### config.mk
export PLATFORM = sky130hd
export DESIGN_NAME = key_en_gen
export DESIGN_NICKNAME = d
export VERILOG_FILES = /design/src/rtl/key_en_gen.sv
export SDC_FILE = /design/constraint.sdc
export NUM_CORES = 1
export LEC_CHECK = 0
export CAP_MARGIN = 20
export CORE_ASPECT_RATIO = 1.1
export CORE_MARGIN = 10
export CORE_UTILIZATION = 45
export DETAILED_ROUTE_END_ITERATION = 16
export MAX_ROUTING_LAYER = met4
export SLEW_MARGIN = 20
export SYNTH_ARGS = -nofsm -noshare
export SYNTH_HDL_FRONTEND = slang
export SYNTH_SLANG_ARGS = --single-unit
### constraint.sdc
create_clock -name clk -period 2.1 [get_ports clk]
set_clock_uncertainty 0.05 [all_clocks]
set_input_delay 0.315 -clock clk [delete_from_list [all_inputs] [get_ports clk]]
set_output_delay 0.315 -clock clk [all_outputs]
set_load 0.005 [all_outputs]
### src/rtl/key_en_gen.sv
// key_en_gen: debounces an active-low push button with a four-state filter FSM.
// It produces a one-clock key_flag on every confirmed press or release, a
// debounced key_state level, an en strobe EN_CYCLES clocks wide after each
// confirmed press, and a saturating 8-bit press counter.
//
// Handshake note: there is no valid/ready pairing here. key_flag is a
// one-clock qualifier for key_state, and en is a level strobe that fsm samples
// on every clock. Neither output waits for any acknowledge.
//
// Extra debug port: state_dbg exposes the filter FSM state
// (IDLE=0, FILTER0=1, DOWN=2, FILTER1=3).
module key_en_gen #(
  parameter int CNT_MAX   = 1_000_000,
  parameter int CNT_W     = 20,
  parameter int EN_CYCLES = 3
) (
  input  logic       clk,
  input  logic       rst_n,
  input  logic       key_in,
  output logic       en,
  output logic       key_flag,
  output logic       key_state,
  output logic [7:0] press_cnt,
  output logic [1:0] state_dbg
);

  typedef enum logic [1:0] {
    IDLE    = 2'd0,
    FILTER0 = 2'd1,
    DOWN    = 2'd2,
    FILTER1 = 2'd3
  } state_t;

  localparam logic [CNT_W-1:0] CNT_LAST = CNT_W'(CNT_MAX - 1);
  localparam logic [3:0]       EN_LOAD  = 4'(EN_CYCLES);

  logic             key_s1, key_s, key_d;
  logic             nedge, pedge;
  logic [1:0]       boot_q;
  logic             armed;
  state_t           state, state_nx;
  logic [CNT_W-1:0] cnt, cnt_nx;
  logic             flag_nx, kstate_nx;
  logic             press;
  logic [3:0]       en_cnt;

  // Two-flop synchronizer plus one delay flop for edge detection; all preset to released.
  always_ff @(posedge clk or negedge rst_n) begin
    if (!rst_n) begin
      key_s1 <= 1'b1;
      key_s  <= 1'b1;
      key_d  <= 1'b1;
    end else begin
      key_s1 <= key_in;
      key_s  <= key_s1;
      key_d  <= key_s;
    end
  end

  assign nedge = key_d & ~key_s;
  assign pedge = ~key_d & key_s;

  // Arm press detection only once a real synchronized sample shows the key released.
  // The synchronizer is preset to 1, so a key held down through reset release would
  // otherwise look like a fresh falling edge two clocks later. boot_q marks the
  // point where key_s starts carrying real key_in samples.
  always_ff @(posedge clk or negedge rst_n) begin
    if (!rst_n) begin
      boot_q <= 2'b00;
      armed  <= 1'b0;
    end else begin
      boot_q <= {boot_q[0], 1'b1};
      armed  <= armed | (boot_q[1] & key_s);
    end
  end

  // FSM state, debounce counter and registered flag/level outputs.
  always_ff @(posedge clk or negedge rst_n) begin
    if (!rst_n) begin
      state     <= IDLE;
      cnt       <= '0;
      key_flag  <= 1'b0;
      key_state <= 1'b1;
    end else begin
      state     <= state_nx;
      cnt       <= cnt_nx;
      key_flag  <= flag_nx;
      key_state <= kstate_nx;
    end
  end

  // Next-state logic: a level must hold for the whole filter window before it is accepted.
  always_comb begin
    state_nx  = state;
    cnt_nx    = cnt;
    flag_nx   = 1'b0;
    kstate_nx = key_state;
    case (state)
      IDLE: begin
        if (nedge && armed) begin
          state_nx = FILTER0;
          cnt_nx   = '0;
        end
      end
      FILTER0: begin
        if (pedge) begin
          state_nx = IDLE;
          cnt_nx   = '0;
        end else if (!key_s && cnt == CNT_LAST) begin
          state_nx  = DOWN;
          cnt_nx    = '0;
          flag_nx   = 1'b1;
          kstate_nx = 1'b0;
        end else if (!key_s) begin
          cnt_nx = cnt + CNT_W'(1);
        end
      end
      DOWN: begin
        if (pedge) begin
          state_nx = FILTER1;
          cnt_nx   = '0;
        end
      end
      FILTER1: begin
        if (nedge) begin
          state_nx = DOWN;
          cnt_nx   = '0;
        end else if (key_s && cnt == CNT_LAST) begin
          state_nx  = IDLE;
          cnt_nx    = '0;
          flag_nx   = 1'b1;
          kstate_nx = 1'b1;
        end else if (key_s) begin
          cnt_nx = cnt + CNT_W'(1);
        end
      end
      default: begin
        state_nx = IDLE;
        cnt_nx   = '0;
      end
    endcase
  end

  assign state_dbg = state;

  // A press is a flag that drove the debounced level low; releases never start en.
  assign press = key_flag & ~key_state;

  // en counter: reload on every press, so a retrigger extends the strobe with no gap.
  always_ff @(posedge clk or negedge rst_n) begin
    if (!rst_n) begin
      en_cnt <= '0;
    end else if (press) begin
      en_cnt <= EN_LOAD;
    end else if (en_cnt != 4'd0) begin
      en_cnt <= en_cnt - 4'd1;
    end
  end

  assign en = (en_cnt != 4'd0);

  // Saturating press counter, stepped on the same edge that raises en.
  always_ff @(posedge clk or negedge rst_n) begin
    if (!rst_n) begin
      press_cnt <= 8'd0;
    end else if (press && press_cnt != 8'hFF) begin
      press_cnt <= press_cnt + 8'd1;
    end
  end

endmodule

==> results.txt <==
The number of antenna diodes in the final layout is 0. At the worst endpoint, the arrival time is 1630 ps. In the synthesized netlist the async set-or-reset flop fraction comes to 100.0%. On the critical path the largest part of the delay comes from flip-flops.

The average cell area after synthesis is 10.52 sq um. The total overflow left after global routing is 0. The TritonCTS buffer count is 5.

The fraction of the yosys area taken by sequential cells came out at 48.04%. The post-layout instance count excluding filler cells came out at 286. The first-pass GRT wire length is 7141 microns. Relative to the synthesized area, the layout overhead comes to 15.54%. Dividing the detail-routed wire length by the instance count gives 15.09 microns. The path class of the lowest-slack min-delay path is reg -> reg. Entering global routing, the biggest net connects 43 pins. The number of top-level pins is 16.

Synthesis handed over a netlist of 209 instances. Counting both buffers and inverters, the worst setup path holds a total of 2. The half-perimeter wire length of the detailed placement result is 3167 microns. Routability-driven placement finished with a final weighted congestion of 0.8621. Internal power comes to 1.251 mW. The area of the mapped netlist is 0.002198 sq mm. The number of antenna violations at the first check in global routing is 0. The vias after detailed routing is 1563. The area of the core region came out at 0.004684 sq mm. For this design, the slowest cell found on the critical path is dfrtp_1. Summed over all layers, the routed wires come to 4316 microns. The first detailed-routing pass ran for 4 iterations. Global routing used 11.10% of the available tracks across all layers. Setup repair after global routing left no endpoint under its margin.

The most used flip-flop cell after synthesis is dfrtp_1. The post-route DRC violation count came out at 0. The synthesis-stage register bit count came out at 42. The type of the setup path with the least slack is reg -> out.

The switching power of the nets came out at 0.3912 mW. Of the total power, the clock network draws 38.0%. The floorplan step set the die height to 93.31 microns.

The sequential cells in the finished layout cover a total of 0.001056 sq mm. The share of post-route cells with drive strength above 1 came out at 16.52%. After filler insertion, the fill cell instance count of the layout stands at 421. The number of global-route vias before repair came out at 1608. The met2 routed wirelength came out at 2263 microns. The highest routed metal layer is met4. The setup slack at placement is 81.55 ps. The die covers 0.008084 sq mm. The run finished with clean final reports. The placement-stage cell area came out at 0.002419 sq mm. The count of input and output buffers came out at 15.

Net switching is 23.81% of the power. The clock tree synthesis step divided the H-tree into 2 levels. The tree is rooted in a clkbuf_8. At the end of the flow the core is filled with cells to 54.22%. The number of flops mapped to enable cells by yosys is 0. Yosys attributes the largest share of cell area to dfrtp_1, xnor2_1, dfstp_2. The number of vias per cell after detailed routing is 5.465. The relative contribution of sequential cells to total power is 52.3%. For this run, the post-layout net count is 236. The setup slack of the critical path after layout is 100.3 ps. The number of nets handed over by synthesis was 216.

Across the VDD grid, the largest voltage drop is 0.0003342 V. The total clock sinks is 42. The required time of the worst setup path is 1740 ps. The worst setup path is captured at an output pin. The total power divided by cell area came out at 646.7 mW/mm^2.

In this run, distinct cell masters in the synthesized netlist total 45. The area of the multi-input gates is 0.001065 sq mm. Based on the critical path, the design can be clocked at up to 500.1 MHz. The post-route total power came out at 1.643 mW. The source-to-sink clock delay at the later pin of the worst-skew pair is 300 ps. The met1 routed wirelength after detailed routing is 1837 microns. Walking the worst path, the cells encountered are inv_2 > ha_1 > or3b_4 > dlygate4sd2_1. Summed over its instances, the top area cell type makes up 43.26% of the synthesized netlist area. The biggest area consumer among synthesized cells is dfrtp_1. The number of setup violations in the final report is 0. The highest fanout seen on the critical path is 5. The clock transition at the registers of the reported paths came out at 70 ps. The leakage power came out at 1.079 nW. Setup total negative slack on the finished layout was measured at 0 ps. For this block, the initial DRC count from the detailed router was 76. The post-route minimum period came out at 2000 ps.

The total count of hold-check failures in the final report is 0. The tightest hold margin came out at 307.8 ps. The sum of met3 wire segment lengths after detailed routing is 174 microns.

The final critical-path share of the clock period came out at 95.22%. The Yosys warning count is 0. The maximum buffer depth of the clock tree came out at 2. The max-cap violation count came out at 0. The floorplan has 26 rows. The die extent in x came out at 86.64 microns. TritonCTS built the clock tree.

The final cell area excluding filler cells is 0.002540 sq mm. Counting tap cells, the placed design contains a total of 277 instances. Combinational logic burns 9.8% of the power. In this run the remaining antenna-violating nets after routing total 0. The total count of max-transition violations in the final report was 0.

The peak per-stage delay on the critical path is 410 ps. Once the floorplan was initialized, standard cells occupied 46.93% of the core. STA classifies the critical path startpoint as a flip-flop.
power by group through the flow:
stage	Combinational (mW)	Clock, mW	Sequential (mW)
floorplan	0.110	0	0.863
CTS	0.164	0.644	0.859
global placement	0.157	0	0.873
detailed placement	0.161	0	0.874
finish	0.160	0.623	0.859
global route	0.178	0.678	0.862
cells by family after synthesis:
family / Yosys count / synth area share [%]
muxes: 2 / 0.9675
AOI/OAI and AO/OA: 18 / 7.172
xor gates and xnor gates: 28 / 11.16
other: 1 / 0.1706
and+or+nand+nor: 100 / 26.58
DFF: 42 / 48.04
adders and majority gates: 4 / 2.277
buffers and inverters: 14 / 3.642
cell usage after synthesis, types with 2 or more instances:
| library cell | count |
|---|---|
| inv_1 | 5 |
| nand3_1 | 9 |
| nand2b_1 | 3 |
| nor2_2 | 8 |
| xor2_1 | 9 |
| o21ai_0 | 4 |
| xnor2_1 | 19 |
| nand2_1 | 17 |
| nor2_1 | 17 |
| nor3_1 | 6 |
| and3_1 | 8 |
| a21oi_1 | 2 |
| o211ai_1 | 2 |
| buf_2 | 4 |
| dfstp_2 | 4 |
| buf_6 | 3 |
| nand3b_1 | 2 |
| nor4b_1 | 4 |
| a21o_1 | 2 |
| o21ai_1 | 2 |
| ha_1 | 4 |
| nand4_1 | 9 |
| nor4_1 | 7 |
| dfrtp_1 | 38 |
worst register-to-register path, stage by stage (launching register included):
cell	delay [ps]
dfstp_2	630
or2_4	180
a32oi_4	210
nor4b_1	440
xnor2_1	170
nor2_1	70
final timing paths:
kind	from	end	slack, ps	cells past startpoint
worst max register to register	key_d$_DFF_PN1_	cnt[17]$_DFFE_PN0P_	240	5
worst min-delay path	boot_q[0]$_DFF_PN0_	boot_q[1]$_DFF_PN0_	310	0
max in group asynchronous	rst_n	key_s1$_DFF_PN1_	1270	3
worst max-delay path	en_cnt[0]$_DFFE_PN0P_	en	100	4
worst min register to register	boot_q[0]$_DFF_PN0_	boot_q[1]$_DFF_PN0_	310	0
min in group asynchronous	rst_n	press_cnt[2]$_DFFE_PN0P_	450	3
sequential cells by signal, indices dropped and copies added, names as in the netlist:
register / cells
key_state: 1
key_s: 1
boot_q: 2
key_flag: 1
cnt: 20
key_s1: 1
press_cnt: 8
en_cnt: 4
armed: 1
key_d: 1
state_dbg: 2
area by class of cell:
cell class | instances | share of cell area [%]
Inverter | 6 | 0.8867
Multi-Input combinational cell | 153 | 41.92
Timing Repair Buffer | 21 | 8.522
Clock inverter | 2 | 1.478
Clock buffer | 6 | 2.857
Sequential cell | 42 | 41.58
Tap cell | 56 | 2.759
what timing repair did:
item / CTS / global route
setup endpoints to repair: 1 / 1
hold endpoints to repair: 38 / 0
hold buffers: 1 / 0
resized for setup: 2 / 1
setup buffers: 0 / 0
cloned: 0 / 0
layout by cell type (no fill, tap or decap), types with 5 or more instances in the layout:
cell             count
nand2_1             17
nor2_1              17
and3_1               8
dfrtp_1             38
nand4_1              9
clkdlybuf4s50_1     13
nor2_2               8
nor4_1               7
nand3_1              9
xor2_1               9
nor3_1               6
clkbuf_8             5
xnor2_1             19
per-layer routing:
| layer | GRT usage, % | up-vias |
|---|---|---|
| met5 | - | - |
| met4 | 4.324 | 0 |
| met3 | 3.125 | 5 |
| met2 | 19.21 | 27 |
| met1 | 11.63 | 765 |
| li1 | - | 766 |
Power figures use the tool's default switching activity.
